==> src/rtl/bitmask_set_bit_iterator_pkg.sv <==
// Shared types and helpers for the set-bit iterator.
// Holds the FSM state encoding and an elaboration-time clog2.
package bitmask_set_bit_iterator_pkg;

  typedef enum logic {
    ST_IDLE = 1'b0,
    ST_BUSY = 1'b1
  } state_e;

  function automatic int clog2(input int n);
    int r;
    int v;
    r = 0;
    v = n - 1;
    while (v > 0) begin
      r = r + 1;
      v = v >> 1;
    end
    return r;
  endfunction

endpackage

==> src/rtl/bitmask_set_bit_iterator_isolate.sv <==
// Isolates the lowest set bit of a word (x & -x).
// Yields all-zero when the word is all-zero.
module Bitmask_Isolate_Rightmost_1_Bit #(
  parameter int WORD_WIDTH = 8
) (
  input  logic [WORD_WIDTH-1:0] i_word,
  output logic [WORD_WIDTH-1:0] o_bit
);

  logic [WORD_WIDTH-1:0] w_neg;

  assign w_neg = ~i_word + WORD_WIDTH'(1);
  assign o_bit = i_word & w_neg;

endmodule

==> src/rtl/bitmask_set_bit_iterator.sv <==
// Serialises a bitmask into one-hot beats with index, one per cycle.
// LSB-first by default; MSB_FIRST reverses the scan order.
module bitmask_set_bit_iterator
  import bitmask_set_bit_iterator_pkg::*;
#(
  parameter int WORD_WIDTH = 8,
  parameter bit MSB_FIRST  = 1'b0,
  localparam int INDEX_WIDTH = clog2(WORD_WIDTH)
) (
  input  logic                   clock,
  input  logic                   clear,
  input  logic                   in_valid,
  output logic                   in_ready,
  input  logic [WORD_WIDTH-1:0]  word_in,
  output logic                   out_valid,
  input  logic                   out_ready,
  output logic [WORD_WIDTH-1:0]  out_onehot,
  output logic [INDEX_WIDTH-1:0] out_index,
  output logic                   out_last,
  output logic                   out_empty
);

  state_e r_state;
  state_e w_state_nxt;

  logic [WORD_WIDTH-1:0] r_residue;
  logic [WORD_WIDTH-1:0] w_residue_nxt;
  logic                  r_empty;
  logic                  w_empty_nxt;

  logic [WORD_WIDTH-1:0] w_scan;
  logic [WORD_WIDTH-1:0] w_iso;
  logic [WORD_WIDTH-1:0] w_onehot;
  logic [WORD_WIDTH-1:0] w_rest;
  logic [INDEX_WIDTH-1:0] w_index;

  logic w_busy;
  logic w_last;
  logic w_advance;
  logic w_retire;
  logic w_load;

  // MSB mode scans a reversed copy so one isolator serves both orders.
  for (genvar g = 0; g < WORD_WIDTH; g++) begin : g_order
    if (MSB_FIRST) begin : g_rev
      assign w_scan[g]   = r_residue[WORD_WIDTH-1-g];
      assign w_onehot[g] = w_iso[WORD_WIDTH-1-g];
    end else begin : g_fwd
      assign w_scan[g]   = r_residue[g];
      assign w_onehot[g] = w_iso[g];
    end
  end

  Bitmask_Isolate_Rightmost_1_Bit #(
    .WORD_WIDTH(WORD_WIDTH)
  ) u_isolate (
    .i_word(w_scan),
    .o_bit (w_iso)
  );

  always_comb begin
    w_index = '0;
    for (int i = 0; i < WORD_WIDTH; i++) begin
      if (w_onehot[i]) begin
        w_index = w_index | INDEX_WIDTH'(i);
      end
    end
  end

  assign w_rest    = r_residue & ~w_onehot;
  assign w_last    = (w_rest == '0);
  assign w_busy    = (r_state == ST_BUSY);
  assign w_advance = w_busy && out_ready;
  assign w_retire  = w_advance && w_last;
  assign in_ready  = !w_busy || w_retire;
  assign w_load    = in_valid && in_ready;

  always_comb begin
    w_state_nxt   = r_state;
    w_residue_nxt = r_residue;
    w_empty_nxt   = r_empty;
    if (w_load) begin
      w_state_nxt   = ST_BUSY;
      w_residue_nxt = word_in;
      w_empty_nxt   = (word_in == '0);
    end else if (w_advance) begin
      w_residue_nxt = w_rest;
      if (w_last) begin
        w_state_nxt = ST_IDLE;
        w_empty_nxt = 1'b0;
      end
    end
  end

  always_ff @(posedge clock or posedge clear) begin
    if (clear) begin
      r_state   <= ST_IDLE;
      r_residue <= '0;
      r_empty   <= 1'b0;
    end else begin
      r_state   <= w_state_nxt;
      r_residue <= w_residue_nxt;
      r_empty   <= w_empty_nxt;
    end
  end

  assign out_valid  = w_busy;
  assign out_onehot = w_busy ? w_onehot : '0;
  assign out_index  = w_busy ? w_index : '0;
  assign out_last   = w_busy && w_last;
  assign out_empty  = w_busy && r_empty;

endmodule

==> config.mk <==
export PLATFORM = sky130hd
export DESIGN_NAME = bitmask_set_bit_iterator
export DESIGN_NICKNAME = d
export VERILOG_FILES = /design/src/rtl/bitmask_set_bit_iterator_pkg.sv /design/src/rtl/bitmask_set_bit_iterator_isolate.sv /design/src/rtl/bitmask_set_bit_iterator.sv
export SDC_FILE = /design/constraint.sdc
export NUM_CORES = 1
export LEC_CHECK = 0
export CAP_MARGIN = 20
export CORE_UTILIZATION = 41
export CTS_BUF_LIST = sky130_fd_sc_hd__clkbuf_2
export CTS_CLUSTER_DIAMETER = 150
export DETAILED_ROUTE_END_ITERATION = 10
export PLACE_DENSITY = 0.74
export SLEW_MARGIN = 20
export SYNTH_ARGS = -nofsm -noshare
export SYNTH_HDL_FRONTEND = slang
export SYNTH_SLANG_ARGS = --single-unit
==> constraint.sdc <==
create_clock -name clock -period 2.11 [get_ports clock]
set_input_delay 0.422 -clock clock [delete_from_list [all_inputs] [get_ports clock]]
set_output_delay 0.422 -clock clock [all_outputs]
set_load 0.005 [all_outputs]
; ---- After elaboration in Yosys (flattened, before gate mapping)
; Index checks and enable logic that the tools add are counted.
[word_totals]
elab_cells = 35
register_bits = 10
input_bits = 12
[op_classes]
n_addsub = 1
reduce_logical = 12
n_bitwise = 4
mux = 15
[op_table]
columns = operator, count
row1 = 2-to-1 mux 8 bit, 3
row2 = AND 8 bit, 2
row3 = zero test 8 bit, 2
row4 = NOT 8 bit, 2
row5 = 2-to-1 mux 3 bit, 5
row6 = "adder 8 x 1 -> 8 bit, second input constant", 1
row7 = logical AND 1 bit, 5
row8 = 2-to-1 mux 1 bit, 5
row9 = 2-to-1 mux 2 bit, 2
row10 = nonzero test 2 bit, 2
row11 = AND reduction 2 bit, 1
row12 = zero test 1 bit, 1
row13 = logical OR 1 bit, 1

; ---- Logic depth before layout (Yosys ltp)
; Gate-level depths: netlist of the first run.
[logic_depth]
word_depth = 11
ltp_mapped = 6
mapped_depth_nobuf = 5

; ---- Hierarchy
; A second synthesis of the first run with hierarchy kept.
[unflattened]
hier_cells = 75
area_unflattened_um2 = 785.8
[by_module_without_submodules]
columns = mod, cells_each, instances, area_each_um2
row1 = bitmask_set_bit_iterator, 65, 1, 701.9
row2 = Bitmask_Isolate_Rightmost_1_Bit, 10, 1, 83.8

; ---- Least setup slack after synthesis of the first run
; OpenSTA, ideal clock, no wires.
[synth_timing]
path_type = flip-flop to flip-flop
from = register r_residue[0]
to = register r_residue[2]
path_slack_ns = 0.019
setup_ns = 0.125
synth_period_minus_slack_ns = 2.091
stages_incl_launch_ff = 7
t_required_ns = 1.985
n_path_buf = 1
arrival_ns = 1.966
path_cell_list = dfrtp_1 > buf_6 > or4_4 > a21oi_2 > a211oi_2 > nor3_4 > mux2_2
[synth_between]
elab_chain_cells = 10
elab_cells_between_ends = 12
[synth_lines]
columns = item, line_no
row1 = start: declaration, bitmask_set_bit_iterator.sv:26  ; logic [WORD_WIDTH-1:0] r_residue;
row2 = start signal: assignment, bitmask_set_bit_iterator.sv:102  ; r_residue <= w_residue_nxt;
row3 = NOT 8 bit, bitmask_set_bit_iterator_isolate.sv:12  ; assign w_neg = ~i_word + WORD_WIDTH'(1);
row4 = adder 8 x 1 -> 8 bit, bitmask_set_bit_iterator_isolate.sv:12
row5 = AND 8 bit, bitmask_set_bit_iterator_isolate.sv:13  ; assign o_bit = i_word & w_neg;
row6 = NOT 8 bit, bitmask_set_bit_iterator.sv:70  ; assign w_rest = r_residue & ~w_onehot;
row7 = AND 8 bit *, bitmask_set_bit_iterator.sv:70
row8 = zero test 8 bit, bitmask_set_bit_iterator.sv:71  ; assign w_last = (w_rest == '0);
row9 = logical AND 1 bit, bitmask_set_bit_iterator.sv:74  ; assign w_retire = w_advance && w_last;
row10 = logical OR 1 bit, bitmask_set_bit_iterator.sv:75  ; assign in_ready = !w_busy || w_retire;
row11 = logical AND 1 bit, bitmask_set_bit_iterator.sv:76  ; assign w_load = in_valid && in_ready;
row12 = 2-to-1 mux 8 bit or nonzero test 2 bit (tied branches), --
; Every way passes the cells marked *; elsewhere a longest branch is shown, timed or not. The select of a mux whose other input is x is not followed.
; A chain may end at the register's enable or synchronous reset.

; ---- Worst setup path after layout of the first run
[layout_timing]
from = register r_residue[1]
to = output port in_ready
[layout_between]
elab_chain_cells = 8
[layout_lines]
columns = item, line_no
row1 = NOT 8 bit, bitmask_set_bit_iterator_isolate.sv:12
row2 = adder 8 x 1 -> 8 bit, bitmask_set_bit_iterator_isolate.sv:12
row3 = AND 8 bit, bitmask_set_bit_iterator_isolate.sv:13
row4 = NOT 8 bit, bitmask_set_bit_iterator.sv:70
row5 = AND 8 bit *, bitmask_set_bit_iterator.sv:70
row6 = zero test 8 bit *, bitmask_set_bit_iterator.sv:71
row7 = logical AND 1 bit *, bitmask_set_bit_iterator.sv:74
row8 = logical OR 1 bit *, bitmask_set_bit_iterator.sv:75
row9 = end: declaration, bitmask_set_bit_iterator.sv:13  ; output logic in_ready,
; Every way passes the cells marked *; elsewhere a longest branch is shown, timed or not.

==> results of run 1 <==
-- critical path: cells and delay by family, from the launching register on --
family | cells | cell delay [ps]
buffers and inverters | 2 | 260
and+or+nand+nor | 2 | 710
DFF | 1 | 400
AOI/OAI and AO/OA | 2 | 300
-- through the flow --
step | worst slack [ps] | power, mW
5_1_grt | -276 | 2.55
2_1_floorplan | 19.0 | 1.04
3_5_place_dp | -234 | 1.85
6_report | -229 | 2.39
3_3_place_gp | -226 | 1.83
4_1_cts | -200 | 2.26
-- cell usage after synthesis --
| library cell | count |
|---|---|
| a2111o_1 | 1 |
| a211oi_2 | 1 |
| a21boi_0 | 3 |
| a21oi_1 | 6 |
| a21oi_2 | 1 |
| a22o_1 | 1 |
| a31o_2 | 1 |
| a31oi_1 | 1 |
| a32o_1 | 1 |
| a32oi_1 | 1 |
| and2_1 | 4 |
| and2_2 | 1 |
| and3_1 | 3 |
| buf_2 | 2 |
| buf_6 | 1 |
| clkbuf_1 | 1 |
| clkbuf_2 | 1 |
| dfrtp_1 | 10 |
| inv_1 | 7 |
| maj3_1 | 1 |
| mux2_2 | 5 |
| mux2i_1 | 1 |
| nand2_1 | 4 |
| nand2b_1 | 1 |
| nor2_1 | 8 |
| nor2b_1 | 2 |
| nor3_1 | 5 |
| nor3_4 | 1 |
| nor3b_1 | 1 |
| nor4_1 | 2 |
| nor4b_1 | 1 |
| o21a_1 | 1 |
| o21ai_0 | 3 |
| o21bai_1 | 1 |
| o311a_1 | 2 |
| or3_1 | 1 |
| or4_1 | 1 |
| or4_4 | 1 |
-- cells in the final DEF, fill, tap and decap left out, types with 2 or more instances in the layout --
cell type         n
buf_4            30
clkdlybuf4s50_1  14
dfrtp_1           9
inv_1             7
clkbuf_2          6
buf_6             6
mux2_4            5
dlygate4sd2_1     5
nand2_1           4
nor2_2            4
nor3_1            4
a21oi_1           4
and2_1            4
nor2_1            3
and3_1            3
a21oi_2           2
a21boi_0          2
o21ai_0           2
o311a_1           2
buf_2             2
clkdlybuf4s15_2   2
-- report_power, final --
group	leakage (nW)	total (mW)	internal (mW)	switching, mW
clock network	0.0140	0.101	0.0412	0.0599
logic	0.563	1.95	1.13	0.820
registers	0.125	0.340	0.264	0.0761
-- flip-flops by register name (all words and copies together), names as in the netlist --
register / count
r_empty: 1
out_valid: 1
r_residue: 8
-- logic make-up (layout without fill, tap and decap cells) --
kind of cell | Yosys count | after routing | synth area share [%]
AND/OR/NAND/NOR | 36 | 36 | 27.3
AO/OA/AOI/OAI | 24 | 24 | 23.1
buffers and inverters | 12 | 74 | 7.30
flip-flops | 10 | 10 | 32.5
multiplexers | 6 | 6 | 8.60
adder cells (fa/ha/maj) | 1 | 1 | 1.30
-- layer usage --
| metal | vias up | global-route usage [%] | wire (um) |
|---|---|---|---|
| met4 | 0 | 12.1 | 32 |
| met1 | 422 | 33.6 | 1030 |
| met5 | - | 0 | 0 |
| li1 | 445 | - | - |
| met2 | 43 | 47.0 | 1290 |
| met3 | 8 | 3.20 | 138 |
-- worst max-delay path by stage --
| stage | from | endpoint | cells after the start |
|---|---|---|---|
| 2_1_floorplan | r_residue[0]$_DFFE_PP0P_ | r_residue[2]$_DFFE_PP0P_ | 6 |
| 3_3_place_gp | r_residue[3]$_DFFE_PP0P_ | in_ready | 7 |
| 3_5_place_dp | r_residue[0]$_DFFE_PP0P_ | in_ready | 7 |
| 4_1_cts | r_residue[1]$_DFFE_PP0P_ | in_ready | 6 |
| 5_1_grt | r_residue[1]$_DFFE_PP0P_ | in_ready | 6 |
| 6_report | r_residue[1]$_DFFE_PP0P_ | in_ready | 6 |
-- area by class of cell --
cell class	instances	share of cell area, %
multi-input cells	67	39.2
repair buffers	63	38.0
flip-flops and latches	10	17.5
well taps	25	2.18
inverters	7	1.83
clock buffers	3	1.05
clock inverters	1	0.262
-- repair_timing --
item,in CTS,in global routing
setup buffers,9,4
gates resized for setup,44,15
pin swaps,7,9
setup endpoints to repair,18,16
==> flow_summary.yaml, run 1 <==
outcome:
  failed_checks: "negative setup slack"
  status: "finished with violations"
detailed_routing:
  drtAntennaViolNets: 0
  via_count: 918
  drcViolationCount: 0
  dr.pass1.iters: 4
  drt_iter0_drc: 14
  drt_wl_total_mm: 2.49
  post_drt_wl_per_cell_um: 14.1
  vias_per_cell: 5.22
worst_setup_path:
  r2r-end: "r_residue[3]$_DFFE_PP0P_"
  reg2reg_slack_ps: -210
  crit_type: "flip-flop to primary output"
  worstPathRequired_ps: 1690
  slowest_delay_ps: 560
  reg2reg_depth: 8
  crit_path_start_kind: "flip-flop"
  r2r_start: "r_residue[1]$_DFFE_PP0P_"
  slowest_stage: "or4_4"
  crit_arrival_ps: 1920
  cp-end-kind: "primary output"
  cp_max_fo: 3
  worstPathCellList: "buf_6 -> or4_4 -> a21oi_4 -> a211oi_2 -> nor2_2 -> buf_2"
sta:
  max_clock_freq_mhz: 427
  slew_headroom_pct: 76.5
  fin_hold_ws_ps: 425
  setup_ws_ps: -229
  rsz0062_at_grt: "yes"
  hold_viol_final: 0
  tns_ps: -1850
  worst_pin_slew_ps: 352
  finalCritPeriodShare_pct: 111
  finalMaxSlewViolations: 0
  finalSetupViolCount: 12
  min_period_ps: 2340
  clock_skew_ps: 4.18
pwr:
  vdd_drop_max_uv: 898
  power_density_nw_per_um2: 1670
  p_leak_nw: 0.703
hold_path:
  hold_class: "primary input to asynchronous set/reset pin"
global_routing:
  grt_start_max_net_pins: 11
  grt_pass1_vias: 859
  track_usage_pct: 27.1
  grt_overflow_total: 0
  antenna_found_initial: 0
  grt_pass1_wl_mm: 3.84
clock_network:
  cts_sinks: 10
  numCtsBuffers: 3
  max-clock-path-buffers: 2
  hold_buffers: 0
  htree_num_levels: 1
  root_buffer: "clkbuf_2"
  insertion_delay_ps: 250
  clk_pin_slew_ps: 90
  cts_tree: "built"
synth:
  synth_seq_area_share_pct: 32.5
  synth_area_per_cell_sq_um: 8.66
  syn_nets: 101
  synth_cell_type_count: 38
  syn_inst: 89
  netlist.top_cell.by_area: "dfrtp_1"
  ys_ff_latch: 10
  synth_area_leaders: "dfrtp_1 32%, mux2_2 7.3%, a21oi_1 3.9%, nor2_1 3.9%, inv_1 3.4%"
  synth_top_area_share_pct: 32.5
  syn_area_sq_um: 771
  ys_warn_count: 0
cells_and_area:
  drive_above_1_share_pct: 47.0
  diodes: 0
  final_util_pct: 82.2
  multi_input_area_sq_um: 562
  final_nets: 164
  syn2layout_area_growth_pct: 86.0
  fillers: 113
  postLayoutCellArea_sq_um: 1430
  fin_cells: 176
  regArea_sq_um: 251
floorplan:
  die_w_um: 45.4
  start_util_pct: 44.2
  dieArea_sq_um: 2060
  io_pins: 27
  num_rows: 15
  die_h_um: 45.4
  core_area_sq_um: 1750
placement:
  post_dp_cell_area_sq_um: 1230
  portBuffers: 26
  placed_cells: 161
  hpwl_mm: 1.72
  gp_congestion: 0.824
job:
  cap_violations: 0
(Power assumes the default switching activity.)
==> inputs of run 2 (changes only) <==
==> constraint.sdc (replaced) <==
create_clock -name clock -period 2.09 [get_ports clock]
set_input_delay 0.418 -clock clock [delete_from_list [all_inputs] [get_ports clock]]
set_output_delay 0.418 -clock clock [all_outputs]
set_load 0.005 [all_outputs]
==> run 2 against run 1 <==
Net effect: the run still ends with negative setup slack left; die area is the same; via count is 16% higher; critical path depth did not move; sequential cell count unchanged; clock skew is 1.1 ps higher; final cell count grew 5.1%; clock power about the same.
==> flow_summary.yaml, run 2 (synthesis results as in run 1) <==
outcome:
  status: "finished with violations"
  failed_checks: "negative setup slack"
detailed_routing:
  post_drt_wl_per_cell_um: 17.3
  via_count: 1061
  drt_wl_total_mm: 3.20
  drt_iter0_drc: 44
  drcViolationCount: 0
  vias_per_cell: 5.74
  drtAntennaViolNets: 0
  dr.pass1.iters: 4
floorplan:
  die_h_um: 45.4
  dieArea_sq_um: 2060
  core_area_sq_um: 1750
  num_rows: 15
  die_w_um: 45.4
  io_pins: 27
  start_util_pct: 44.2
clock_network:
  insertion_delay_ps: 240
  root_buffer: "clkbuf_2"
  htree_num_levels: 1
  numCtsBuffers: 3
  cts_sinks: 10
  max-clock-path-buffers: 2
  clk_pin_slew_ps: 100
  hold_buffers: 0
  cts_tree: "built"
pwr:
  totalPowerFinal_mw: 2.80
  power_density_nw_per_um2: 1820
  vdd_drop_max_uv: 1240
  p_leak_nw: 0.759
worst_setup_path:
  reg2reg_slack_ps: -210
  slowest_delay_ps: 530
  crit_path_start_kind: "flip-flop"
  slowest_stage: "or4_4"
  r2r-end: "r_residue[5]$_DFFE_PP0P_"
  crit_arrival_ps: 1900
  worstPathRequired_ps: 1670
  r2r_start: "r_residue[0]$_DFFE_PP0P_"
  cp_max_fo: 3
  crit_type: "flip-flop to primary output"
  reg2reg_depth: 15
  worstPathCellList: "buf_6 -> or4_4 -> a21oi_4 -> a211oi_4 -> nor2_2 -> buf_2"
  cp-end-kind: "primary output"
cells_and_area:
  final_common_cell: "buf_4"
  syn2layout_area_growth_pct: 99.4
  largest_reg_flops: 8
  largest_register: "r_residue"
  final_nets: 173
  mostFrequentLayoutCells: "38 x buf_4, 14 x clkdlybuf4s50_1, 10 x dfrtp_1, 10 x buf_6, 7 x inv_1"
  diodes: 0
  fin_cells: 185
  drive_above_1_share_pct: 52.5
global_routing:
  track_usage_pct: 34.9
  grt_pass1_wl_mm: 4.94
  grt_overflow_total: 0
  antenna_found_initial: 0
  grt_start_max_net_pins: 11
  grt_pass1_vias: 1005
sta:
  finalCritPeriodShare_pct: 111
  finalMaxSlewViolations: 0
  fin_hold_ws_ps: 441
  hold_viol_final: 0
  rsz0062_at_grt: "yes"
  clock_skew_ps: 5.27
  worst_pin_slew_ps: 370
  slew_headroom_pct: 75.1
  setup_ws_ps: -231
  finalSetupViolCount: 14
  min_period_ps: 2320
  max_clock_freq_mhz: 431
placement:
  hpwl_mm: 1.80
  gp_congestion: 0.798
  portBuffers: 26
  placed_cells: 159
hold_path:
  hold_class: "primary input to asynchronous set/reset pin"
job:
  cap_violations: 0
[run 2: cell count changes in the layout (fill, tap and decap cells not counted), sizes merged]
cell and delta:
buf +14, clkbuf -3, clkdlybuf4s15 -1, dlygate4sd2 -1
[run 2: report_power, final]
group | switching [mW] | leakage (nW) | internal (mW)
combinational | 0.984 | 0.618 | 1.35
clock | 0.0602 | 0.0140 | 0.0416
sequential | 0.101 | 0.127 | 0.264
[run 2: worst max-delay path: cells and delay by family, from the launching register on]
| kind | cells | cell delay, ps |
|---|---|---|
| simple gates | 2 | 660 |
| flops | 1 | 420 |
| compound gates | 2 | 330 |
| buf+inv | 2 | 260 |
[run 2: repair_timing]
item,CTS,global route
endpoints found under the setup margin,18,17
pin swaps,17,9
resized for setup,66,13
setup buffers,22,4
[run 2: through the flow]
step	setup slack [ps]	utilization (%)	instance area, sq um	TNS [ps]
after floorplan	48.7	-	771	0
after global placement	-310	69.5	1210	-1550
after detailed placement	-321	69.5	1210	-1820
after CTS	-213	84.7	1480	-1710
after global routing	-290	88.0	1540	-3120
final	-231	88.0	1540	-2120
[run 2: area by class of cell]
type / instances / area, sq um
Multi-Input combinational cell: 67 / 602
Timing Repair Buffer: 72 / 608
Fill cell: 87 / 209
Sequential cell: 10 / 250
Tap cell: 25 / 31.3
Clock buffer: 3 / 15.0
Inverter: 7 / 26.3
Clock inverter: 1 / 3.75
[run 2: worst max-delay path by stage]
stage	start	end	slack, ps	cells after the start
floorplan	r_residue[0]$_DFFE_PP0P_	r_residue[2]$_DFFE_PP0P_	50	6
global placement	r_residue[3]$_DFFE_PP0P_	in_ready	-310	7
detailed placement	r_residue[3]$_DFFE_PP0P_	in_ready	-320	7
CTS	r_residue[1]$_DFFE_PP0P_	out_last	-210	6
global route	r_residue[1]$_DFFE_PP0P_	in_ready	-290	6
finish	r_residue[1]$_DFFE_PP0P_	in_ready	-230	6
[run 2: layer usage]
layer	up-vias	GRT usage (%)	wire length, um
met1	507	42.1	1210
met3	16	3.60	190
met4	0	20.6	121
li1	465	-	-
met2	73	59.7	1680
met5	-	0	0
